## src/rtl/div_unit_pkg.sv

```systemverilog
// Shared types and constants for the iterative RV32M divider.
// Holds op encodings, FSM states and the negate helper.
package div_unit_pkg;

  localparam int XLEN  = 32;
  localparam int STEPS = 32;

  typedef enum logic [1:0] {
    OP_DIV  = 2'b00,
    OP_DIVU = 2'b01,
    OP_REM  = 2'b10,
    OP_REMU = 2'b11
  } op_e;

  typedef enum logic [1:0] {
    ST_IDLE   = 2'b00,
    ST_RUN    = 2'b01,
    ST_FINISH = 2'b10
  } state_e;

  function automatic logic [XLEN-1:0] neg(
    input logic [XLEN-1:0] x
  );
    return ~x + {{(XLEN-1){1'b0}}, 1'b1};
  endfunction

endpackage

```

## src/rtl/div_unit_adder.sv

```systemverilog
// 32-bit adder/subtractor shared by the divider.
// SUB=1 computes A-B; COUT=1 then means no borrow.
module Adder32b (
  input  logic [31:0] A,
  input  logic [31:0] B,
  input  logic        SUB,
  output logic [31:0] S,
  output logic        COUT
);

  logic [31:0] b_eff;

  assign b_eff = SUB ? ~B : B;
  assign {COUT, S} = {1'b0, A} + {1'b0, b_eff}
                   + {32'd0, SUB};

endmodule

```

## src/rtl/div_unit.sv

```systemverilog
// Iterative restoring divider for DIV/DIVU/REM/REMU.
// 32 RUN steps, sign fix-up and RISC-V corner cases in FINISH.
module div_unit
  import div_unit_pkg::*;
(
  input  logic             CLK,
  input  logic             RESET,
  input  logic             START,
  input  logic [1:0]       OP,
  input  logic [XLEN-1:0]  A,
  input  logic [XLEN-1:0]  B,
  output logic             BUSY,
  output logic             DONE,
  output logic [XLEN-1:0]  RESULT
);

  state_e          state_q, state_d;
  op_e             op_q, op_d;
  logic [4:0]      cnt_q, cnt_d;
  logic [XLEN-1:0] r_q, r_d;
  logic [XLEN-1:0] q_q, q_d;
  logic [XLEN-1:0] dvs_q, dvs_d;
  logic            negq_q, negq_d;
  logic            negr_q, negr_d;
  logic            dz_q, dz_d;
  logic [XLEN-1:0] res_q, res_d;
  logic            done_q, done_d;

  logic [XLEN-1:0] shifted, trial;
  logic [XLEN-1:0] quo, rem, fin;
  logic            cout, take;
  logic            sgn, sa, sb, is_rem;

  assign shifted = {r_q[XLEN-2:0], q_q[XLEN-1]};

  Adder32b u_sub (
    .A    (shifted),
    .B    (dvs_q),
    .SUB  (1'b1),
    .S    (trial),
    .COUT (cout)
  );

  // A set R[31] means the shifted value exceeds 2^32, so it always fits.
  assign take = cout | r_q[XLEN-1];

  assign is_rem = (op_q == OP_REM) || (op_q == OP_REMU);
  assign quo    = negq_q ? neg(q_q) : q_q;
  assign rem    = negr_q ? neg(r_q) : r_q;

  always_comb begin
    fin = is_rem ? rem : quo;
    if (dz_q)
      fin = is_rem ? (negr_q ? neg(q_q) : q_q)
                   : {XLEN{1'b1}};
  end

  always_comb begin
    state_d = state_q;
    op_d    = op_q;
    cnt_d   = cnt_q;
    r_d     = r_q;
    q_d     = q_q;
    dvs_d   = dvs_q;
    negq_d  = negq_q;
    negr_d  = negr_q;
    dz_d    = dz_q;
    res_d   = res_q;
    done_d  = 1'b0;
    sgn     = (OP == OP_DIV) || (OP == OP_REM);
    sa      = sgn & A[XLEN-1];
    sb      = sgn & B[XLEN-1];
    unique case (state_q)
      ST_IDLE: begin
        if (START) begin
          op_d    = op_e'(OP);
          q_d     = sa ? neg(A) : A;
          dvs_d   = sb ? neg(B) : B;
          r_d     = '0;
          cnt_d   = '0;
          negq_d  = sa ^ sb;
          negr_d  = sa;
          dz_d    = (B == '0);
          state_d = (B == '0) ? ST_FINISH : ST_RUN;
        end
      end
      ST_RUN: begin
        r_d   = take ? trial : shifted;
        q_d   = {q_q[XLEN-2:0], take};
        cnt_d = cnt_q + 5'd1;
        if (cnt_q == 5'(STEPS - 1))
          state_d = ST_FINISH;
      end
      ST_FINISH: begin
        res_d   = fin;
        done_d  = 1'b1;
        state_d = ST_IDLE;
      end
      default: state_d = ST_IDLE;
    endcase
  end

  always_ff @(posedge CLK or posedge RESET) begin
    if (RESET) begin
      state_q <= ST_IDLE;
      op_q    <= OP_DIV;
      cnt_q   <= '0;
      r_q     <= '0;
      q_q     <= '0;
      dvs_q   <= '0;
      negq_q  <= 1'b0;
      negr_q  <= 1'b0;
      dz_q    <= 1'b0;
      res_q   <= '0;
      done_q  <= 1'b0;
    end else begin
      state_q <= state_d;
      op_q    <= op_d;
      cnt_q   <= cnt_d;
      r_q     <= r_d;
      q_q     <= q_d;
      dvs_q   <= dvs_d;
      negq_q  <= negq_d;
      negr_q  <= negr_d;
      dz_q    <= dz_d;
      res_q   <= res_d;
      done_q  <= done_d;
    end
  end

  assign BUSY   = (state_q != ST_IDLE);
  assign DONE   = done_q;
  assign RESULT = res_q;

endmodule

```

## config.mk

```make
export PLATFORM = sky130hd
export DESIGN_NAME = div_unit
export DESIGN_NICKNAME = d
export VERILOG_FILES = /design/src/rtl/div_unit_pkg.sv /design/src/rtl/div_unit_adder.sv /design/src/rtl/div_unit.sv
export SDC_FILE = /design/constraint.sdc
export NUM_CORES = 1
export LEC_CHECK = 0
export BUFFER_PORTS_ARGS = -buffer_cell sky130_fd_sc_hd__buf_2
export CAP_MARGIN = 20
export CORE_ASPECT_RATIO = 2
export CORE_UTILIZATION = 60
export DETAILED_ROUTE_END_ITERATION = 8
export PLACE_DENSITY = 0.84
export RECOVER_POWER = 25
export SYNTH_ARGS = -nofsm -noshare
export SYNTH_HDL_FRONTEND = slang
export SYNTH_HIERARCHICAL = 1
export SYNTH_SLANG_ARGS = --single-unit
```

## constraint.sdc

```tcl
create_clock -name CLK -period 6.56 [get_ports CLK]
set_input_delay 1.312 -clock CLK [delete_from_list [all_inputs] [get_ports CLK]]
set_output_delay 1.312 -clock CLK [all_outputs]
set_load 0.02 [all_outputs]
```

==> impl_metrics.sql <==
INSERT INTO impl_metrics (metric_group, metric, value, unit) VALUES
('logic_synthesis', 'ys_top_cells_by_area', 'dfrtp_1 31%, xor2_1 6.9%, o21ai_0 6.6%', ''),
('floorplan', 'die_width', '99.27', 'µm'),
('drt', 'wire_per_inst', '22.28', 'µm'),
('sta', 'grt_setup_unrepaired', 'no', ''),
('clock_network', 'cts_root_cell', 'clkbuf_16', ''),
('worst_setup_path', 'critical_path_cell_sequence', 'nand2b_2 -> clkbuf_1 -> inv_1 -> o311ai_0 -> a31o_2 -> o31ai_1', ''),
('clock_network', 'ctsHtreeMaxLevel', '4', ''),
('logic_synthesis', 'seq_area_frac_synth', '0.3086', ''),
('logic_synthesis', 'synth_top_cell_area_share', '0.3086', ''),
('logic_synthesis', 'yosys_warnings', '6', ''),
('sta', 'finalSetupViolations', '0', ''),
('floorplan', 'cell_rows', '70', ''),
('logic_synthesis', 'postSynth.asyncResetShare', '1.000', ''),
('sta', 'timing.final.hold_violations', '0', ''),
('logic_synthesis', 'main_combinational_cell_family_by_area_after_synthesis', 'compound AO/OA/AOI/OAI gates', ''),
('run', 'max_cap_violations', '2', ''),
('floorplan', 'floorplan.die_area', '19510', 'µm²'),
('logic_synthesis', 'multiplexer_share_of_the_synthesized_area', '0.03604', ''),
('logic_synthesis', 'xor_xnor_share_of_the_synthesized_area', '0.1211', ''),
('grt', 'gr-usage-all-layers', '0.3875', ''),
('worst_setup_path', 'cp_data_arrival_time', '4650', 'ps'),
('sta', 'transition_time_at_the_pin_with_the_least_slew_margin', '3408', 'ps'),
('sta', 'max-slew-margin-rel', '-1.285', ''),
('logic_synthesis', 'synth-edff-count', '0', ''),
('logic_synthesis', 'ys.flop_type', 'dfrtp_1', ''),
('min_path', 'timing.hold.worst.class', 'register to register', ''),
('run_status', 'outcome', 'complete, but fails checks', ''),
('sta', 'final-max-slew-violation-count', '135', ''),
('worst_setup_path', 'timing.critical_path.required', '6870', 'ps'),
('clock_network', 'clock_network_latency_to_the_later_pin_of_the_worst_skew_pair', '440', 'ps'),
('logic_synthesis', 'synth.distinct_cells', '84', ''),
('worst_setup_path', 'crit_type', 'register to register', ''),
('floorplan', 'starting_density_of_the_core', '0.6172', ''),
('worst_setup_path', 'crit_path_top_delay_cell', 'clkbuf_1', ''),
('clock_network', 'post_cts.resized_instances', '0', ''),
('worst_setup_path', 'crit_path_end_kind', 'register', ''),
('clock_network', 'cts.repair_timing.setup_buffer_count', '0', ''),
('logic_synthesis', 'postSynthAreaPerCell', '8.109', 'µm²'),
('grt', 'grt_overflow', '0', ''),
('sta', 'sum_of_negative_setup_slack', '0', 'ps'),
('logic_synthesis', 'synth_fa_ha_area_frac', '0.04585', ''),
('power', 'worst_ir_drop_vdd', '0.3170', 'mV'),
('grt', 'grt_max_degree', '77', ''),
('logic_synthesis', 'synth.net_count', '1510', ''),
('logic_synthesis', 'yosys_register_bits', '140', ''),
('layout', 'diodes', '0', ''),
('worst_setup_path', 'critPathMaxStageDelay', '1670', 'ps'),
('drt', 'drt_drc_violations_left', '0', ''),
('logic_synthesis', 'synth_simple_gate_area_share', '0.1797', ''),
('layout', 'mostFrequentLayoutCells', '163 x nand2_1, 150 x o21ai_0, 140 x dfrtp_1', ''),
('clock_network', 'ctsLongestPathBuffers', '2', ''),
('drt', 'drt_iter0_drc', '787', ''),
('sta', 'max_clock_freq', '230.6', 'MHz'),
('sta', 'skew', '10.80', 'ps'),
('grt', 'global_route_wire_length_before_repair', '57540', 'µm'),
('drt', 'totalWireLength', '37120', 'µm'),
('grt', 'grt_antenna_before_repair', '0', ''),
('clock_network', 'clock_tree_from_tritoncts', 'built', ''),
('sta', 'final_min_period_over_clock_period', '0.6611', ''),
('drt', 'vias_per_cell', '6.848', ''),
('run_status', 'violations', 'capacitance limit, slew limit', ''),
('placed_design', 'detailedPlace.worstSlack', '2747', 'ps'),
('logic_synthesis', 'syn_inst', '1400', ''),
('placed_design', 'gp_congestion', '0.9650', ''),
('logic_synthesis', 'mappedNetlistArea', '11350', 'µm²'),
('drt', 'routed-via-count', '11409', ''),
('worst_setup_path', 'timing.critical_path.fanout_max', '57', ''),
('clock_network', 'clkTransAtPathRegs', '70', 'ps'),
('layout', 'final_net_count', '1547', ''),
('layout', 'final_common_cell', 'nand2_1', ''),
('drt', 'route.antenna.remaining_nets', '0', '');
## cell usage after synthesis (5+ instances only)
master and n:
mux2i_1 35, o21bai_1 7, nor4_1 15, a31oi_1 16, dfrtp_1 140, o221ai_1 7
ha_1 40, o41ai_1 18, nand2b_1 12, a22o_1 7, nand3_1 19, a311oi_1 5
o21ai_0 150, nor2_1 92, nor2b_1 6, o211ai_1 5, a22oi_1 21, buf_2 5
o22ai_1 33, inv_1 37, o31ai_1 24, xor2_1 90, clkbuf_1 85, nand4_1 20
a21o_1 14, and3_1 7, or3_1 14, a211oi_1 12, a21oi_1 81, or4_1 15
o21ai_1 6, xnor2_1 67, nand2_1 163, nor3_1 35, or2_2 7
## worst paths after layout
kind	to	cells past startpoint	slack, ps	startpoint
setup reg to reg	RESULT[26]	6	2220	state_q[0]
min in group asynchronous	q_q[19]	2	1860	RESET
max in group asynchronous	r_q[5]	3	2690	RESET
hold reg to reg	RESULT[29]	2	470	RESULT[29]
setup / recovery	RESULT[26]	6	2220	state_q[0]
hold / removal	RESULT[29]	2	470	RESULT[29]
## routing by layer
metal  vias to the layer above  GRT usage  wire, µm
li1                       5199          -         -
met1                      5410     0.3589     11760
met2                       571     0.7042     19460
met3                       229    0.05887      2056
met4                         0     0.3687      3850
met5                         -          0         0
## state kept, by name (all words and copies together), names as in the netlist
| signal | flops |
|---|---|
| r_q | 32 |
| q_q | 32 |
| DONE | 1 |
| dz_q | 1 |
| cnt_q | 5 |
| op_q | 1 |
| negq_q | 1 |
| RESULT | 32 |
| dvs_q | 32 |
| state_q | 2 |
| negr_q | 1 |
## power by group
part | internal [µW] | switching (µW)
registers | 1230 | 743
logic | 1710 | 2570
clock network | 545 | 441
total | 3490 | 3760
## through the flow
stage                     instance area [µm²]  hold WS, ps
final                                   12470        472.6
after global routing                    12470        498.6
after CTS                               12470        475.8
after detailed placement                11880        456.3
after global placement                  11860        450.6
after floorplan                         11350        449.4
## logic make-up (layout without fill, tap and decap cells)
| kind of cell | count (synthesis) | count (layout) |
|---|---|---|
| other | 1 | 1 |
| xor gates and xnor gates | 157 | 157 |
| adders and majority gates | 41 | 41 |
| and+or+nand+nor | 427 | 427 |
| buffers and inverters | 136 | 186 |
| AOI/OAI and AO/OA | 459 | 459 |
| muxes | 39 | 39 |
| DFF | 140 | 140 |
## area by class of cell
type / instances / area, µm²
sequential: 140 / 3503
timing repair buffer: 116 / 618.1
inverter: 38 / 143.9
clock buffer: 17 / 425.4
tap: 216 / 270.3
fill: 1584 / 5926
clock inverter: 15 / 170.2
multi-input combinational: 1124 / 7336
## worst max-delay path, delay by kind of cell, from the launching register on
kind	cells	cell delay (ps)
flops	1	550
buf+inv	2	2530
simple gates	1	180
compound gates	3	900
(Power assumes the default switching activity.)
